==> src/rtl/line_scan_ctrl.sv <==
// line_scan_ctrl: move-advisor sequencer for the tic-tac-toe board.
// One three-cell line checker is time-shared across the 8 board lines. The
// win phase looks for a line the mover can complete. The block phase looks
// for a line the opponent could complete. The first hit is reported.
//
// Ports:
//   clk       system clock, rising edge
//   rst_n     synchronous active-low reset
//   start     scan request, accepted only when idle
//   board     9 cells x 2 bits, cell i = board[2i+1:2i], row-major
//   turn      mover: 0 = P1, 1 = P2
//   busy      high while scanning
//   done      one-cycle pulse, results valid
//   found     a win/block line was found
//   is_win    1 = win move, 0 = block move
//   line_idx  line of the hit (0 when not found)
//   cell_idx  blank cell to play (0 when not found)
module line_scan_ctrl #(
   parameter bit CHECK_BLOCK = 1'b1
) (
   input  logic        clk,
   input  logic        rst_n,
   input  logic        start,
   input  logic [17:0] board,
   input  logic        turn,
   output logic        busy,
   output logic        done,
   output logic        found,
   output logic        is_win,
   output logic [2:0]  line_idx,
   output logic [3:0]  cell_idx
);

   typedef enum logic [1:0] {IDLE, SCAN_WIN, SCAN_BLOCK, DONE} state_t;

   state_t      state;
   logic [17:0] brd_q;
   logic        turn_q;
   logic [2:0]  idx;

   // cell numbers {a,b,c} of each line
   function automatic logic [11:0] line_cells(input logic [2:0] l);
      case (l)
         3'd0:    line_cells = {4'd0, 4'd1, 4'd2};
         3'd1:    line_cells = {4'd3, 4'd4, 4'd5};
         3'd2:    line_cells = {4'd6, 4'd7, 4'd8};
         3'd3:    line_cells = {4'd0, 4'd3, 4'd6};
         3'd4:    line_cells = {4'd1, 4'd4, 4'd7};
         3'd5:    line_cells = {4'd2, 4'd5, 4'd8};
         3'd6:    line_cells = {4'd0, 4'd4, 4'd8};
         default: line_cells = {4'd2, 4'd4, 4'd6};
      endcase
   endfunction

   function automatic logic [1:0] cell_of(input logic [17:0] b, input logic [3:0] c);
      cell_of = b[{c, 1'b0} +: 2];
   endfunction

   logic [11:0] cells;
   logic [3:0]  ca, cb, cc;
   logic [1:0]  va, vb, vc;
   logic [1:0]  pcode;
   logic        hit;
   logic [3:0]  blank;

   // Shared line checker: exactly one blank and the other two equal to the
   // checked player's code. Invalid (11) cells never match either.
   always_comb begin
      cells = line_cells(idx);
      ca    = cells[11:8];
      cb    = cells[7:4];
      cc    = cells[3:0];
      va    = cell_of(brd_q, ca);
      vb    = cell_of(brd_q, cb);
      vc    = cell_of(brd_q, cc);
      // block phase checks the opponent
      pcode = ((state == SCAN_BLOCK) ? ~turn_q : turn_q) ? 2'b10 : 2'b01;
      hit   = 1'b0;
      blank = 4'd0;
      if (va == 2'b00 && vb == pcode && vc == pcode) begin
         hit = 1'b1; blank = ca;
      end else if (vb == 2'b00 && va == pcode && vc == pcode) begin
         hit = 1'b1; blank = cb;
      end else if (vc == 2'b00 && va == pcode && vb == pcode) begin
         hit = 1'b1; blank = cc;
      end
   end

   always_ff @(posedge clk) begin
      if (!rst_n) begin
         state    <= IDLE;
         brd_q    <= '0;
         turn_q   <= 1'b0;
         idx      <= '0;
         busy     <= 1'b0;
         done     <= 1'b0;
         found    <= 1'b0;
         is_win   <= 1'b0;
         line_idx <= '0;
         cell_idx <= '0;
      end else begin
         case (state)
            IDLE: begin
               done <= 1'b0;
               if (start) begin
                  brd_q    <= board;
                  turn_q   <= turn;
                  idx      <= '0;
                  busy     <= 1'b1;
                  found    <= 1'b0;
                  is_win   <= 1'b0;
                  line_idx <= '0;
                  cell_idx <= '0;
                  state    <= SCAN_WIN;
               end
            end
            SCAN_WIN: begin
               if (hit) begin
                  found    <= 1'b1;
                  is_win   <= 1'b1;
                  line_idx <= idx;
                  cell_idx <= blank;
                  busy     <= 1'b0;
                  done     <= 1'b1;
                  state    <= DONE;
               end else if (idx != 3'd7) begin
                  idx <= idx + 3'd1;
               end else if (CHECK_BLOCK) begin
                  idx   <= '0;
                  state <= SCAN_BLOCK;
               end else begin
                  busy  <= 1'b0;
                  done  <= 1'b1;
                  state <= DONE;
               end
            end
            SCAN_BLOCK: begin
               if (hit) begin
                  found    <= 1'b1;
                  is_win   <= 1'b0;
                  line_idx <= idx;
                  cell_idx <= blank;
                  busy     <= 1'b0;
                  done     <= 1'b1;
                  state    <= DONE;
               end else if (idx != 3'd7) begin
                  idx <= idx + 3'd1;
               end else begin
                  busy  <= 1'b0;
                  done  <= 1'b1;
                  state <= DONE;
               end
            end
            default: begin // DONE: single-cycle pulse, start ignored here
               done  <= 1'b0;
               state <= IDLE;
            end
         endcase
      end
   end

endmodule
==> config.mk <==
export PLATFORM = sky130hd
export DESIGN_NAME = line_scan_ctrl
export DESIGN_NICKNAME = d
export VERILOG_FILES = /design/src/rtl/line_scan_ctrl.sv
export SDC_FILE = /design/constraint.sdc
export NUM_CORES = 1
export LEC_CHECK = 0
export ABC_AREA = 1
export CAP_MARGIN = 20
export CORE_ASPECT_RATIO = 1.2
export CORE_MARGIN = 3
export CORE_UTILIZATION = 38
export CTS_CLUSTER_DIAMETER = 60
export DETAILED_ROUTE_END_ITERATION = 8
export GPL_TIMING_DRIVEN = 1
export MAX_ROUTING_LAYER = met4
export SETUP_SLACK_MARGIN = 0.3
export SLEW_MARGIN = 20
export SYNTH_ARGS = -nofsm -noshare
export SYNTH_HDL_FRONTEND = slang
export SYNTH_SLANG_ARGS = --single-unit
==> constraint.sdc <==
create_clock -name clk -period 2.4 [get_ports clk]
set_input_delay 0.48 -clock clk [delete_from_list [all_inputs] [get_ports clk]]
set_output_delay 0.48 -clock clk [all_outputs]
set_load 0.01 [all_outputs]
==> implementation parameters <==
Parameter                              Value

Routing
  Total Routed Length    7015 um
  Antenna violation net count after detailed routing    0
  Vias per cell    4.901
  Initial DRC Count    83
  DRC violation count after routing    0
  Average routed wire per standard cell    12.80 um
  Routed via count    2,686
  Pre-antenna DRT Iters    4

Die
  Die boundary width    78.91 um
  I/O pin total    33
  Die height    93.49 um
  Initial Util    39.55%
  Rows    31
  Die Footprint    7376 um^2
  Floorplan core area    6128 um^2

Hold path
  Hold Path Class    flop to flop
  Origin of the worst min-delay path    cell_idx[1]
  WHS Path Cells    2

STA
  Pins Over Slew Limit    0
  Worst clock skew    0.003104 ns
  Part of the cycle the worst path needs    105.3%
  Total of endpoints with negative setup slack in the final report    16
  Unrepaired setup endpoints after global routing    true
  Worst hold slack across all endpoints    0.4619 ns
  Worst setup margin    -0.1261 ns
  Count of endpoints failing hold in the final timing report    0
  Slew HR    30.92%
  Timing-limited maximum frequency    395.9 MHz
  Final min period    2.526 ns
  Setup total negative slack    -1.123 ns
  Actual transition at the worst max-transition pin    1.025 ns

Layout
  Diode insertion count for antenna repair    0
  Layout overhead on the synthesized area    54.78%
  Final-stage net count    498
  Post-Route Utilization    61.21%
  Share of final-layout standard cells stronger than drive strength 1    35.41%

Placed design
  Final weighted congestion in routability-driven placement    0.9374
  Number of buffers inserted by port buffering    32
  Detailed placer's ending HPWL    4950 um
  Pre-CTS WS    -0.1458 ns

Synth
  Netlist Area Pre-Place    2424 um^2
  Gate count of the mapped netlist    384
  Top-area cell type share of the netlist area    28.91%
  Top post-synthesis cells by area    sky130_fd_sc_hd__dfxtp_1, sky130_fd_sc_hd__nand2_1, sky130_fd_sc_hd__nand3_1
  #FFs+latches synth    35
  Register area share after synthesis    28.91%
  Largest area contributor in the netlist    sky130_fd_sc_hd__dfxtp_1
  Most frequent cells after synthesis    sky130_fd_sc_hd__nand2_1, sky130_fd_sc_hd__inv_1, sky130_fd_sc_hd__nand3_1
  Commonest register cell after synthesis    sky130_fd_sc_hd__dfxtp_1
  Number of synthesized flops with an enable pin    0
  Async SR Flop Fraction    0%
  Yosys warnings    0
  Most numerous cell in the Yosys netlist    sky130_fd_sc_hd__nand2_1
  Syn Nets    417
  Library cells used by synthesis    23
  Post-synthesis area per instance    6.311 um^2

Clock tree
  Number of CTS-inserted buffers    5
  Maximum level of the CTS H-tree    2
  Number of sinks handled by clock tree synthesis    35
  Clock tree from TritonCTS    yes
  Clock Path Buffers    2
  Clock Tree Root    sky130_fd_sc_hd__clkbuf_8
  Clk pin slew, worst setup/hold paths    0.07 ns
  Clock latency on the worst-skew pair    0.29 ns

Global routing
  Number of antenna violations at the first check in global routing    0
  Wire length of the first global-routing pass    11,730 um
  Global route total overflow    0
  Via count of the first global-routing pass    2,661
  Combined global-route utilization of all metal layers    20.56%
  Pin count of the biggest net entering global routing    36

Critical path
  Kind of start point of the critical path    flop
  Startpoint of the most critical setup path    idx[0]
  Arrival time worst endpoint    2.73 ns
  Reg2reg path depth    20
  Critical Setup Path Class    flop to flop
  Type of destination of the critical path    flop
  Worst flop-to-flop path startpoint    idx[0]
  Required arrival time at the worst endpoint    2.60 ns
  Biggest fanout along the worst timing path    6

Run status
  Outcome    finished with violations
  Violations in the final reports    negative setup slack

Job
  Max Cap Viol    0
[metal layers]
| metal | global-route usage (%) | routed length (um) | up-vias |
|---|---|---|---|
| met4 | 8.453 | 246 | 0 |
| li1 | - | - | 1389 |
| met5 | - | 0 | - |
| met1 | 20.04 | 2685 | 1213 |
| met3 | 3.757 | 238 | 22 |
| met2 | 39.52 | 3844 | 62 |
[area by class of cell]
type / count / area, um^2
inverter: 51 / 211.5
tap: 82 / 102.6
timing repair buffer: 79 / 724.4
fill: 619 / 2377
sequential: 35 / 708.2
multi-input combinational: 293 / 1904
clock buffer: 8 / 100.1
[cells in the final DEF, fill, tap and decap left out, types with 6 or more instances in the layout]
master	count
sky130_fd_sc_hd__inv_1	37
sky130_fd_sc_hd__nor2_1	27
sky130_fd_sc_hd__buf_6	7
sky130_fd_sc_hd__nand2_2	33
sky130_fd_sc_hd__nand3_1	23
sky130_fd_sc_hd__nand2_8	6
sky130_fd_sc_hd__a21oi_1	27
sky130_fd_sc_hd__nand2_1	80
sky130_fd_sc_hd__clkdlybuf4s50_1	32
sky130_fd_sc_hd__nor2_4	10
sky130_fd_sc_hd__buf_4	38
sky130_fd_sc_hd__inv_4	8
sky130_fd_sc_hd__clkbuf_8	7
sky130_fd_sc_hd__nand3_2	17
sky130_fd_sc_hd__o21ai_0	23
sky130_fd_sc_hd__inv_2	6
sky130_fd_sc_hd__nand2_4	11
sky130_fd_sc_hd__dfxtp_1	33
sky130_fd_sc_hd__nand4_1	7
[critical path, cell delays in order (launching register included)]
cell	delay, ns
sky130_fd_sc_hd__dfxtp_4	0.38
sky130_fd_sc_hd__ha_4	0.19
sky130_fd_sc_hd__ha_4	0.16
sky130_fd_sc_hd__inv_4	0.05
sky130_fd_sc_hd__nand2_2	0.05
sky130_fd_sc_hd__nor2_4	0.16
sky130_fd_sc_hd__inv_4	0.08
sky130_fd_sc_hd__nand2_4	0.09
sky130_fd_sc_hd__nand2_1	0.07
sky130_fd_sc_hd__nand3_2	0.07
sky130_fd_sc_hd__nand3_2	0.10
sky130_fd_sc_hd__buf_4	0.14
sky130_fd_sc_hd__nand3_2	0.09
sky130_fd_sc_hd__nand3_4	0.10
sky130_fd_sc_hd__nor2_4	0.15
sky130_fd_sc_hd__nor2_4	0.06
sky130_fd_sc_hd__nand2_4	0.11
sky130_fd_sc_hd__nand2_4	0.07
sky130_fd_sc_hd__nand3_1	0.07
sky130_fd_sc_hd__nand2_1	0.05
sky130_fd_sc_hd__a21oi_1	0.18
[cell families (layout without fill, tap and decap cells)]
group,count (synthesis),after routing,share of synthesized area (%)
and+or+nand+nor,220,223,43.26
adders and majority gates,11,11,5.679
buffers and inverters,59,138,9.448
xor gates and xnor gates,1,1,0.3614
DFF,35,35,28.91
AOI/OAI and AO/OA,58,58,12.34
[flip-flops by register name, summed over array words and instances (netlist names)]
| signal | flops |
|---|---|
| brd_q | 18 |
| busy | 1 |
| cell_idx | 4 |
| done | 1 |
| found | 1 |
| idx | 3 |
| is_win | 1 |
| line_idx | 3 |
| state | 2 |
| turn_q | 1 |
[per-stage QoR]
stage | instances | instance area, um^2
after floorplan | 384 | 2491
after global placement | 524 | 3144
after detailed placement | 524 | 3144
after CTS | 544 | 3592
after global routing | 548 | 3751
final | 548 | 3751
[worst paths after layout]
path	to	slack [ns]
worst max-delay path	idx[2]	-0.13
worst min-delay path	cell_idx[1]	0.46
worst max register to register	idx[2]	-0.13
worst min register to register	cell_idx[1]	0.46
[what timing repair did]
| item | CTS | global route |
|---|---|---|
| gates resized for setup | 65 | 30 |
| setup buffers | 9 | 4 |
| hold buffers | 0 | 0 |
| pin swaps | 33 | 31 |
| cloned | 3 | 0 |
| endpoints found under the setup margin | 16 | 16 |
Power is not shown: default switching activity piles up to over one toggle a cycle in this logic, so the estimate is an artifact.
